[src/rtl/mips_pkg.sv]
// Shared MIPS encoding constants: instruction-class enum, opcodes, field widths.
// Latency: none (package only).
// Backpressure: not applicable.
package mips_pkg;

    // Instruction class presented on the kind port; codes 11-15 are illegal.
    typedef enum logic [3:0] {
        KIND_R    = 4'd0,
        KIND_ADDI = 4'd1,
        KIND_ORI  = 4'd2,
        KIND_ANDI = 4'd3,
        KIND_LUI  = 4'd4,
        KIND_LW   = 4'd5,
        KIND_SW   = 4'd6,
        KIND_BEQ  = 4'd7,
        KIND_BNE  = 4'd8,
        KIND_J    = 4'd9,
        KIND_JAL  = 4'd10
    } kind_e;

    // Primary opcodes, also consumed by the control decoder.
    localparam logic [5:0] OP_R    = 6'h00;
    localparam logic [5:0] OP_ADDI = 6'h08;
    localparam logic [5:0] OP_ORI  = 6'h0d;
    localparam logic [5:0] OP_ANDI = 6'h0c;
    localparam logic [5:0] OP_LUI  = 6'h0f;
    localparam logic [5:0] OP_LW   = 6'h23;
    localparam logic [5:0] OP_SW   = 6'h2b;
    localparam logic [5:0] OP_BEQ  = 6'h04;
    localparam logic [5:0] OP_BNE  = 6'h05;
    localparam logic [5:0] OP_J    = 6'h02;
    localparam logic [5:0] OP_JAL  = 6'h03;

    // Instruction format field widths.
    localparam int OP_W     = 6;
    localparam int REG_W    = 5;
    localparam int SHAMT_W  = 5;
    localparam int FUNCT_W  = 6;
    localparam int IMM_W    = 16;
    localparam int TARGET_W = 26;

endpackage

[src/rtl/mips_instr_pack.sv]
// Combinational MIPS word assembly from class + fields; optional branch resolve (BRANCH_RESOLVE_EN).
// Latency: 0 cycles, purely combinational.
// Backpressure: none; the caller owns all handshaking.
module mips_instr_pack
    import mips_pkg::*;
(
    input  logic [3:0]          kind,
    input  logic [REG_W-1:0]    rs,
    input  logic [REG_W-1:0]    rt,
    input  logic [REG_W-1:0]    rd,
    input  logic [SHAMT_W-1:0]  shamt,
    input  logic [FUNCT_W-1:0]  funct,
    input  logic [IMM_W-1:0]    imm,
    input  logic [TARGET_W-1:0] target,
    input  logic [TARGET_W-1:0] pc,        // word address of the slot being written (byte addr [27:2])
    output logic [31:0]         word,
    output logic                illegal,
    output logic                rangeErr
);

    logic [OP_W-1:0]  opcode;
    logic [REG_W-1:0] rsSel;
    logic [IMM_W-1:0] immSel;
    logic             isR;
    logic             isJump;

`ifdef BRANCH_RESOLVE_EN
    // Offset is relative to the slot after the branch; it fits when bits [25:15] are a pure sign extension.
    logic [TARGET_W-1:0] branchDelta;
    logic                branchFits;
    assign branchDelta = target - (pc + TARGET_W'(1));
    assign branchFits  = (branchDelta[25:15] == '0) || (branchDelta[25:15] == '1);
`else
    logic unusedPc;
    assign unusedPc = ^pc;
`endif

    // Select opcode and format per class, then assemble the word.
    always_comb begin
        opcode   = OP_R;
        rsSel    = rs;
        immSel   = imm;
        isR      = 1'b0;
        isJump   = 1'b0;
        illegal  = 1'b0;
        rangeErr = 1'b0;
        case (kind)
            KIND_R:    isR = 1'b1;
            KIND_ADDI: opcode = OP_ADDI;
            KIND_ORI:  opcode = OP_ORI;
            KIND_ANDI: opcode = OP_ANDI;
            KIND_LUI: begin
                opcode = OP_LUI;
                rsSel  = '0;
            end
            KIND_LW:   opcode = OP_LW;
            KIND_SW:   opcode = OP_SW;
            KIND_BEQ, KIND_BNE: begin
                opcode = (kind == KIND_BEQ) ? OP_BEQ : OP_BNE;
`ifdef BRANCH_RESOLVE_EN
                immSel   = branchDelta[IMM_W-1:0];
                rangeErr = !branchFits;
`endif
            end
            KIND_J: begin
                opcode = OP_J;
                isJump = 1'b1;
            end
            KIND_JAL: begin
                opcode = OP_JAL;
                isJump = 1'b1;
            end
            default:   illegal = 1'b1;
        endcase

        if (illegal)
            word = '0;
        else if (isR)
            word = {OP_R, rs, rt, rd, shamt, funct};
        else if (isJump)
            word = {opcode, target};
        else
            word = {opcode, rsSel, rt, immSel};
    end

endmodule

[src/rtl/mips_instr_encoder.sv]
// Streams encoded MIPS words into instruction memory at BASE_ADDR upward; optional BRANCH_RESOLVE_EN.
// Latency: 1 cycle from input acceptance to wr_valid/wr_data.
// Backpressure: one-entry output register; in_ready drops while full or while the held word is stalled.
module mips_instr_encoder
    import mips_pkg::*;
#(
    parameter logic [31:0] BASE_ADDR = 32'h0040_0000,
    parameter int          DEPTH     = 64,
    localparam int         CNT_W     = $clog2(DEPTH) + 1
) (
    input  logic                clk,
    input  logic                reset,
    input  logic                in_valid,
    output logic                in_ready,
    input  logic                in_last,
    input  logic [3:0]          kind,
    input  logic [REG_W-1:0]    rs,
    input  logic [REG_W-1:0]    rt,
    input  logic [REG_W-1:0]    rd,
    input  logic [SHAMT_W-1:0]  shamt,
    input  logic [FUNCT_W-1:0]  funct,
    input  logic [IMM_W-1:0]    imm,
    input  logic [TARGET_W-1:0] target,
    output logic                wr_valid,
    input  logic                wr_ready,
    output logic [31:0]         wr_addr,
    output logic [31:0]         wr_data,
    output logic                done,
    output logic                err,
    output logic [CNT_W-1:0]    word_count
);

    typedef enum logic [1:0] {
        ST_EMPTY     = 2'd0,
        ST_HOLD      = 2'd1,
        ST_FULL      = 2'd2,
        ST_FULL_IDLE = 2'd3
    } state_e;

    state_e           state;
    state_e           stateNext;
    logic [CNT_W-1:0] wordCount;
    logic [31:0]      addrReg;
    logic [31:0]      dataReg;
    logic             holdLast;
    logic             illegalDone;
    logic             errReg;

    logic [31:0]      pc;
    logic [31:0]      packWord;
    logic             packIllegal;
    logic             packRangeErr;
    logic             full;
    logic             reachesFull;
    logic             accept;
    logic             acceptLegal;
    logic             drain;

    assign pc          = BASE_ADDR + (32'(wordCount) << 2);
    assign full        = (wordCount == CNT_W'(DEPTH));
    assign reachesFull = (wordCount == CNT_W'(DEPTH - 1));
    assign wr_valid    = (state == ST_HOLD) || (state == ST_FULL);
    assign in_ready    = !reset && !full && (!wr_valid || wr_ready);
    assign accept      = in_valid && in_ready;
    assign acceptLegal = accept && !packIllegal;
    assign drain       = wr_valid && wr_ready;
    assign done        = !reset && ((drain && holdLast) || illegalDone);
    assign wr_addr     = addrReg;
    assign wr_data     = dataReg;
    assign err         = errReg;
    assign word_count  = wordCount;

    mips_instr_pack u_pack (
        .kind     (kind),
        .rs       (rs),
        .rt       (rt),
        .rd       (rd),
        .shamt    (shamt),
        .funct    (funct),
        .imm      (imm),
        .target   (target),
        .pc       (pc[27:2]),
        .word     (packWord),
        .illegal  (packIllegal),
        .rangeErr (packRangeErr)
    );

    // State register.
    always_ff @(posedge clk) begin
        if (reset)
            state <= ST_EMPTY;
        else
            state <= stateNext;
    end

    // Next state: a legal accept refills the register (no bubble on simultaneous drain); full states exit only by reset.
    always_comb begin
        stateNext = state;
        case (state)
            ST_EMPTY, ST_HOLD: begin
                if (acceptLegal)
                    stateNext = reachesFull ? ST_FULL : ST_HOLD;
                else if (drain)
                    stateNext = ST_EMPTY;
            end
            ST_FULL:      if (drain) stateNext = ST_FULL_IDLE;
            ST_FULL_IDLE: stateNext = ST_FULL_IDLE;
            default:      stateNext = ST_EMPTY;
        endcase
    end

    // Output register, word counter, sticky error and the deferred done for illegal last inputs.
    always_ff @(posedge clk) begin
        if (reset) begin
            wordCount   <= '0;
            addrReg     <= BASE_ADDR;
            dataReg     <= '0;
            holdLast    <= 1'b0;
            illegalDone <= 1'b0;
            errReg      <= 1'b0;
        end else begin
            illegalDone <= accept && packIllegal && in_last;
            if (acceptLegal) begin
                wordCount <= wordCount + CNT_W'(1);
                addrReg   <= pc;
                dataReg   <= packWord;
                holdLast  <= in_last;
            end
            if ((accept && packIllegal) || (acceptLegal && packRangeErr))
                errReg <= 1'b1;
        end
    end

endmodule

[config.mk]
export PLATFORM = sky130hd
export DESIGN_NAME = mips_instr_encoder
export DESIGN_NICKNAME = d
export VERILOG_FILES = /design/src/rtl/mips_pkg.sv /design/src/rtl/mips_instr_pack.sv /design/src/rtl/mips_instr_encoder.sv
export SDC_FILE = /design/constraint.sdc
export NUM_CORES = 1
export LEC_CHECK = 0
export CORE_MARGIN = 2
export CORE_UTILIZATION = 30
export CTS_CLUSTER_SIZE = 14
export DETAILED_ROUTE_END_ITERATION = 12
export GPL_ROUTABILITY_DRIVEN = 0
export PLACE_DENSITY = 0.71
export SETUP_SLACK_MARGIN = 0.05
export SLEW_MARGIN = 30
export SYNTH_ARGS = -nofsm -noshare
export SYNTH_HDL_FRONTEND = slang
export SYNTH_SLANG_ARGS = --single-unit
[constraint.sdc]
create_clock -name clk -period 2.4 [get_ports clk]
set_input_delay 0.48 -clock clk [delete_from_list [all_inputs] [get_ports clk]]
set_output_delay 0.48 -clock clk [all_outputs]
set_load 0.01 [all_outputs]
==> flow_metrics.tcl, run 1 <==
set metrics [dict create \
    dieHeight_um 102 \
    track_usage_pct 15.1 \
    ctsHtreeMaxLevel 2 \
    synthCells 372 \
    cp_max_fo 5 \
    post-route-drc-count 0 \
    finalCritPeriodShare_pct 89.8 \
    clkLatencyLatePin_ns 0.30 \
    clock_skew_ns 0.00892 \
    cts_buffer_depth 2 \
    wirelength_um 8130 \
    power_density_nw_per_um2 543 \
    antenna_found_initial 0 \
    die_w_um 102 \
    wl_per_cell_um 12.9 \
    first_iter_violations 104 \
    synth-seq-area-share_pct 34.5 \
    critPathLaunchType "register" \
    cts_buffers 5 \
    cts_root_buffer "clkbuf_8" \
    dp_slack_ns -0.000455 \
    placedCellCount 622 \
    cp.required_ns 1.92 \
    rsz0062_at_grt "false" \
    grt_max_degree 43 \
    crit_type "reg2out" \
    syn_area_sq_um 2900 \
    setup_slack_ns 0.245 \
    vias 2962 \
    status "completed" \
    hpwlAfterDp_um 6110 \
    vias_per_cell 4.70 \
    grt_pass1_wl_um 12900 \
    fmax_mhz 464 \
    cp.arrival_ns 1.68 \
    slew_violations 0 \
    yosys_warnings 0 \
    final_nets 583 \
    timing.hold.ws_ns 0.452 \
    cap_violations 0 \
    finalSetupViolations 0 \
    grt_pass1_vias 2815 \
    worst_hold_path_type "reg2reg" \
    cts_sinks 50 \
    antenna_left 0 \
    finalCriticalPeriod_ns 2.16 \
    drive_gt1_share_pct 9.18 \
    core_sq_um 9330 \
    postCtsHoldBufs 0 \
    cts_tree "yes" \
    hold_viol_final 0 \
    boundaryPins 152 \
    die_area_sq_um 10500 \
    nFillCells 916 \
    num_antenna_cells 0 \
    ys_ff_latch 50 \
    critPathCaptureType "output pin" \
    cts_setup_buffers 0 \
    total_leakage_power_nw 1.74 \
    fin_cells 630 \
    initial_core_util_pct 31.1 \
    dr.pass1.iters 4 \
    syn_avg_cell_area_sq_um 7.79 \
    io_buffer_count 125 \
    peakVddDrop_v 0.000254 \
    ys_types 42 \
    cts.clk_slew.worst_paths_ns 0.10 \
    rows 35 \
    grt-ovfl-total 0 \
    area_growth_pct 52.2 \
]
## sequential cells by signal (all words and copies together), names as in the netlist
name / cells
err: 1
holdLast: 1
wr_data: 31
wr_addr: 7
illegalDone: 1
word_count: 7
state: 2
## worst max-delay path, stage by stage, from the launching register on
cell and delay, ns:
dfxtp_2 0.38, inv_1 0.09, ha_4 0.26, and2_1 0.16, a21oi_1 0.16, nor2_1 0.05, dlygate4sd2_1 0.28
## worst paths after layout
kind,slack (ns),end,from,cells past startpoint
setup / recovery,0.24,done,state[0],6
hold / removal,0.45,err,err,2
setup reg to reg,0.34,wr_data[16],state[0],8
hold reg to reg,0.45,err,err,2
## layer usage
layer  share of wire, %  track usage (%)
met5                  0                0
met3                7.6             4.17
met1                 42             17.9
met2                 50             27.5
met4               0.57             2.77
## logic make-up (layout without fill, tap and decap cells)
| group | count (synthesis) | count (layout) | synth area share, % |
|---|---|---|---|
| other | 2 | 26 | 0.259 |
| AOI/OAI and AO/OA | 92 | 92 | 21.5 |
| xor gates and xnor gates | 4 | 4 | 1.21 |
| adders and majority gates | 6 | 6 | 2.59 |
| and+or+nand+nor | 138 | 138 | 21.1 |
| muxes | 17 | 17 | 5.87 |
| DFF | 50 | 50 | 34.5 |
| buffers and inverters | 63 | 168 | 12.9 |
## layout make-up
cell class / count / area [sq um] / area share (%)
inverters: 9 / 33.8 / 0.766
flip-flops and latches: 50 / 1000 / 22.8
well taps: 129 / 161 / 3.66
repair buffers: 151 / 1480 / 33.5
clock buffers: 6 / 72.6 / 1.65
multi-input cells: 283 / 1630 / 36.9
clock inverters: 2 / 37.5 / 0.851
## repair_timing
action / 4_1_cts / 5_1_grt
endpoints found under the hold margin: 0 / 0
endpoints found under the setup margin: 2 / 0
resized for setup: 5 / 0
## placed cells by master, fill, tap and decap left out, types with 4 or more instances in the layout
cell type and instances:
clkdlybuf4s50_1 122, nand2_1 56, a21oi_1 49, dfxtp_1 48, nor2_1 41, conb_1 26
buf_4 23, mux2i_1 17, a211o_1 16, nand3_1 14, inv_1 9, nor4_1 6
a31oi_1 5, ha_1 5, clkbuf_8 5, and2_1 4, o21ai_0 4, nand2b_1 4
## cell usage after synthesis (all sizes together)
cell	number	area share (%)
a2111oi	2	1.0
a211o	16	4.8
a211oi	1	0.26
a21o	1	0.26
a21oi	49	8.5
a221oi	2	0.82
a311oi	5	2.2
a31o	1	0.30
a31oi	5	1.1
and2	4	0.86
and3	2	0.43
buf	38	9.7
clkbuf	16	2.1
conb	2	0.26
dfxtp	50	35
ha	6	2.6
inv	9	1.2
mux2i	17	5.9
nand2	56	7.3
nand2b	4	0.86
nand3	15	2.8
nand4	3	0.65
nor2	41	5.3
nor2b	1	0.22
nor3	3	0.52
nor3b	1	0.26
nor4	7	1.7
o2111ai	2	0.60
o21ai	4	0.69
o22ai	1	0.22
o311ai	1	0.30
o31ai	2	0.52
or3	1	0.22
xnor2	2	0.60
xor2	2	0.60
## metrics by stage
stage | total power, W | setup TNS [ns] | area (sq um) | utilization, %
floorplan | 0.00143 | 0 | 2990 | -
global placement | 0.00176 | 0 | 4290 | 46.0
detailed placement | 0.00179 | -0.000455 | 4290 | 46.0
CTS | 0.00243 | 0 | 4410 | 47.3
global route | 0.00255 | 0 | 4410 | 47.3
finish | 0.00240 | 0 | 4410 | 47.3
## where the power goes
part / switching (W) / internal [W]
logic: 0.000409 / 0.000450
registers: 0.0000438 / 0.000895
clock network: 0.000287 / 0.000312
total: 0.000740 / 0.00166
Power figures use the tool's default switching activity.
==> inputs of run 2 (changes only) <==
Settings changed: PLACE_DENSITY 0.71 to 0.62.
==> flow_metrics.tcl, run 2 (synthesis results as in run 1) <==
set metrics [dict create \
    dp_slack_ns 0.0219 \
    crit_chain "inv_1 > ha_4 > and2_1 > a21oi_1 > nor2_1 > dlygate4sd2_1" \
    grt-ovfl-total 0 \
    worst_hold_path_type "reg2reg" \
    critPathBufInv 2 \
    cts_tree "yes" \
    power_density_nw_per_um2 551 \
    drive_gt1_share_pct 9.02 \
    finalSetupViolations 0 \
    final_nets 581 \
    cts_buffer_depth 2 \
    antenna_left 0 \
    critPathTopFamily "flip-flops" \
    final_common_cell "clkdlybuf4s50_1" \
    core_sq_um 9330 \
    clkLatencyLatePin_ns 0.31 \
    cts_setup_buffers 0 \
    crit_slowest_cell "dfxtp_2" \
    cts_root_buffer "clkbuf_8" \
    cp.required_ns 1.92 \
    total_leakage_power_nw 1.74 \
    postCtsHoldBufs 0 \
    grt_pass1_wl_um 12900 \
    vias_per_cell 4.75 \
    grt_pass1_vias 2748 \
    wl_per_cell_um 13.0 \
    cts.clk_slew.worst_paths_ns 0.11 \
    num_antenna_cells 0 \
    first_iter_violations 142 \
    cts_sinks 50 \
    status "completed" \
    dieHeight_um 102 \
    cp.arrival_ns 1.68 \
    timing.hold.ws_ns 0.451 \
    setup_tns_ns 0 \
    finish.utilization_pct 47.5 \
    fin_area_sq_um 4430 \
    vias 2984 \
    clock_skew_ns 0.0138 \
    slowest_delay_ns 0.38 \
    io_buffer_count 125 \
    crit_type "reg2out" \
    hold_viol_final 0 \
    boundaryPins 152 \
    initial_core_util_pct 31.1 \
    wirelength_um 8190 \
    critPathCaptureType "output pin" \
    finalCritPeriodShare_pct 90.0 \
    largest_reg_flops 31 \
    critPathLaunchType "register" \
    rsz0062_at_grt "false" \
    dr.pass1.iters 4 \
    finalCriticalPeriod_ns 2.16 \
    hpwlAfterDp_um 6160 \
    ctsHtreeMaxLevel 2 \
    slew_violations 0 \
    die_w_um 102 \
    track_usage_pct 15.3 \
    area_growth_pct 52.8 \
    setup_slack_ns 0.240 \
    post-route-drc-count 0 \
    cp_max_fo 5 \
    nFillCells 924 \
    ctsResizeCount 5 \
    fmax_mhz 463 \
    die_area_sq_um 10500 \
    peakVddDrop_v 0.000318 \
    rows 35 \
    cap_violations 0 \
    final_cell_mix "clkdlybuf4s50_1, nand2_1, a21oi_1" \
    place_area_sq_um 4300 \
    grt_max_degree 43 \
    antenna_found_initial 0 \
    multiInputGateArea_sq_um 1630 \
    regArea_sq_um 1000 \
    cts_buffers 5 \
]
==> run 2: cell count changes in the layout (fill, tap and decap cells not counted) <==
cell	change
clkbuf_1	-1
inv_8	+1
buf_4	-4
buf_12	+2
==> run 2: final cells by class <==
cell class	count	share of cell area, %
multi-input cells	283	36.7
flip-flops and latches	50	22.7
inverters	9	0.763
clock buffers	5	1.55
well taps	129	3.65
repair buffers	149	33.6
clock inverters	3	1.10
==> run 2: metal layers <==
layer / GRT usage, % / part of all wire [%] / vias up
li1: - / - / 1490
met1: 19.6 / 42 / 1387
met2: 26.1 / 50 / 99
met3: 3.97 / 7.1 / 8
met4: 3.08 / 0.78 / 0
met5: 0 / 0 / -
==> run 2: worst register-to-register path: cells and delay by family (launching register included) <==
family / cells / cell delay (ns)
DFF: 1 / 0.38
and+or+nand+nor: 1 / 0.21
AOI/OAI and AO/OA: 3 / 0.65
buffers and inverters: 3 / 0.52
adders and majority gates: 1 / 0.26
==> run 2: worst paths after layout <==
path,from,end,slack (ns),cells after the start
worst min register to register,err,err,0.45,2
worst min-delay path,err,err,0.45,2
worst max register to register,state[0],wr_data[0],0.31,8
worst max-delay path,state[0],done,0.24,6
==> run 2: report_power, final <==
group / switching (W) / leakage, nW / internal, W
clock network: 0.000314 / 0.0563 / 0.000318
registers: 0.0000428 / 0.407 / 0.000895
logic: 0.000413 / 1.28 / 0.000454
==> run 2: metrics by stage <==
| stage | std cells | total power (W) |
|---|---|---|
| floorplan | 396 | 0.00143 |
| finish | 628 | 0.00244 |
| global route | 628 | 0.00258 |
| detailed placement | 620 | 0.00179 |
| global placement | 620 | 0.00177 |
| CTS | 628 | 0.00246 |
==> inputs of run 3 (changes only) <==
Settings changed: ABC_AREA set to 1, CORE_MARGIN 2 to not set, PLACE_DENSITY 0.62 to 0.63.
==> flow_metrics.tcl, run 3 <==
set metrics [dict create \
    status "completed" \
    ctsHtreeMaxLevel 2 \
    largest_reg_flops 31 \
    die_w_um 97.2 \
    wl_per_cell_um 13.4 \
    wirelength_um 7830 \
    cts_tree "yes" \
    drive_gt1_share_pct 9.22 \
    yosysMostFrequentCell "dfxtp_1" \
    syn_avg_cell_area_sq_um 7.69 \
    cts.clk_slew.worst_paths_ns 0.08 \
    antenna_found_initial 0 \
    rows 34 \
    grt_busiest_layer "met2" \
    ys.flop_type "dfxtp_1" \
    cts_buffers 5 \
    rsz0062_at_grt "false" \
    synth_commonest_cells "dfxtp_1, a21oi_1, o21ai_0" \
    fmax_mhz 484 \
    peakVddDrop_v 0.000237 \
    clock_skew_ns 0.0113 \
    placedCellCount 577 \
    synth-edff-count 0 \
    area_growth_pct 50.1 \
    place_area_sq_um 3970 \
    yosys-top-cells-area "dfxtp_1, a21oi_1, buf_4" \
    cts_setup_buffers 0 \
    track_usage_pct 16.5 \
    finalPower_w 0.00228 \
    critPathCaptureType "output pin" \
    grt.met1_usage_pct 19.0 \
    timing.hold.ws_ns 0.460 \
    fin_area_sq_um 4080 \
    num_antenna_cells 0 \
    yosys_warnings 0 \
    grt_pass1_vias 2757 \
    ys_ff_latch 50 \
    async_flop_share_pct 0 \
    worstMarginPinSlew_ns 0.549 \
    power_density_nw_per_um2 558 \
    grt_max_degree 31 \
    crit_type "reg2out" \
    final_cell_mix "clkdlybuf4s50_1, a21oi_1, dfxtp_1" \
    grt-ovfl-total 0 \
    synth-seq-area-share_pct 36.8 \
    core_sq_um 8760 \
    hold_viol_final 0 \
    first_iter_violations 78 \
    critPathLaunchType "register" \
    slew_violations 0 \
    boundaryPins 152 \
    cp.arrival_ns 1.59 \
    synthCells 354 \
    final_common_cell "clkdlybuf4s50_1" \
    antenna_left 0 \
    cts_buffer_depth 2 \
    setup_tns_ns 0 \
    finalSetupViolations 0 \
    die_area_sq_um 9460 \
    yosysTopAreaCellShare_pct 36.8 \
    dr.pass1.iters 5 \
    vias 2822 \
    io_buffer_count 125 \
    post-route-drc-count 0 \
    worst_hold_path_type "reg2reg" \
    dieHeight_um 97.2 \
    initial_core_util_pct 31.1 \
    finalCriticalPeriod_ns 2.07 \
    relSlewSlack_pct 63.3 \
    hpwlAfterDp_um 5690 \
    cap_violations 0 \
    met3_usage_pct 4.10 \
    syn_area_sq_um 2720 \
    ys_types 34 \
    cp_max_fo 4 \
    fin_cells 585 \
    total_leakage_power_nw 1.62 \
    cts_root_buffer "clkbuf_8" \
    synth.largest_area_cell "dfxtp_1" \
    finalCritPeriodShare_pct 86.1 \
    use_met2_pct 30.1 \
    cp.required_ns 1.92 \
    cts_sinks 50 \
    vias_per_cell 4.82 \
    nFillCells 895 \
    final_nets 559 \
    clkLatencyLatePin_ns 0.30 \
    grt_pass1_wl_um 13000 \
]
## run 3: worst paths after layout
path / cells after the start / from / slack, ns / end
setup / recovery: 3 / state[1] / 0.33 / wr_valid
hold / removal: 2 / err / 0.46 / err
setup reg to reg: 9 / state[0] / 0.51 / wr_data[17]
hold reg to reg: 2 / err / 0.46 / err
## run 3: kinds of logic after synthesis
family / Yosys count / share of synthesized area [%]
AOI/OAI and AO/OA: 123 / 25.4
and+or+nand+nor: 104 / 19.6
buffers and inverters: 69 / 15.1
DFF: 50 / 36.8
adders and majority gates: 6 / 2.76
other: 2 / 0.276
## run 3: report_power, final
part           internal (W)  switching, W
Combinational      0.000420      0.000367
Sequential         0.000923     0.0000504
Clock              0.000234      0.000285
Total               0.00158      0.000703
## run 3: area by class of cell
cell class | instances | area, sq um | area share (%)
multi-input combinational | 259 | 1410 | 34.6
timing repair buffer | 136 | 1350 | 33.1
sequential | 50 | 1000 | 24.6
tap | 108 | 135 | 3.31
inverter | 24 | 90.1 | 2.21
clock buffer | 7 | 86.3 | 2.11
clock inverter | 1 | 5.00 | 0.123
## run 3: critical path: stages (launching register included)
cell and delay (ns):
dfxtp_1 0.36, inv_1 0.10, ha_4 0.30, clkdlybuf4s50_1 0.53
## run 3: metrics by stage
stage	setup WS, ns	utilization [%]
after global routing	0.226	46.6
after CTS	0.0584	46.5
final	0.334	46.6
after floorplan	0.687	-
after detailed placement	0.0807	45.3
after global placement	0.0897	45.3
## run 3: metal layers
layer,part of all wire [%],vias up
met5,0,-
met4,1.4,0
met3,5.6,13
met2,50,99
met1,43,1311
li1,-,1399
## run 3: repair_timing
action,CTS,global route
cloned,0,0
endpoints found under the setup margin,2,2
hold buffers,0,0
gates resized for setup,3,3
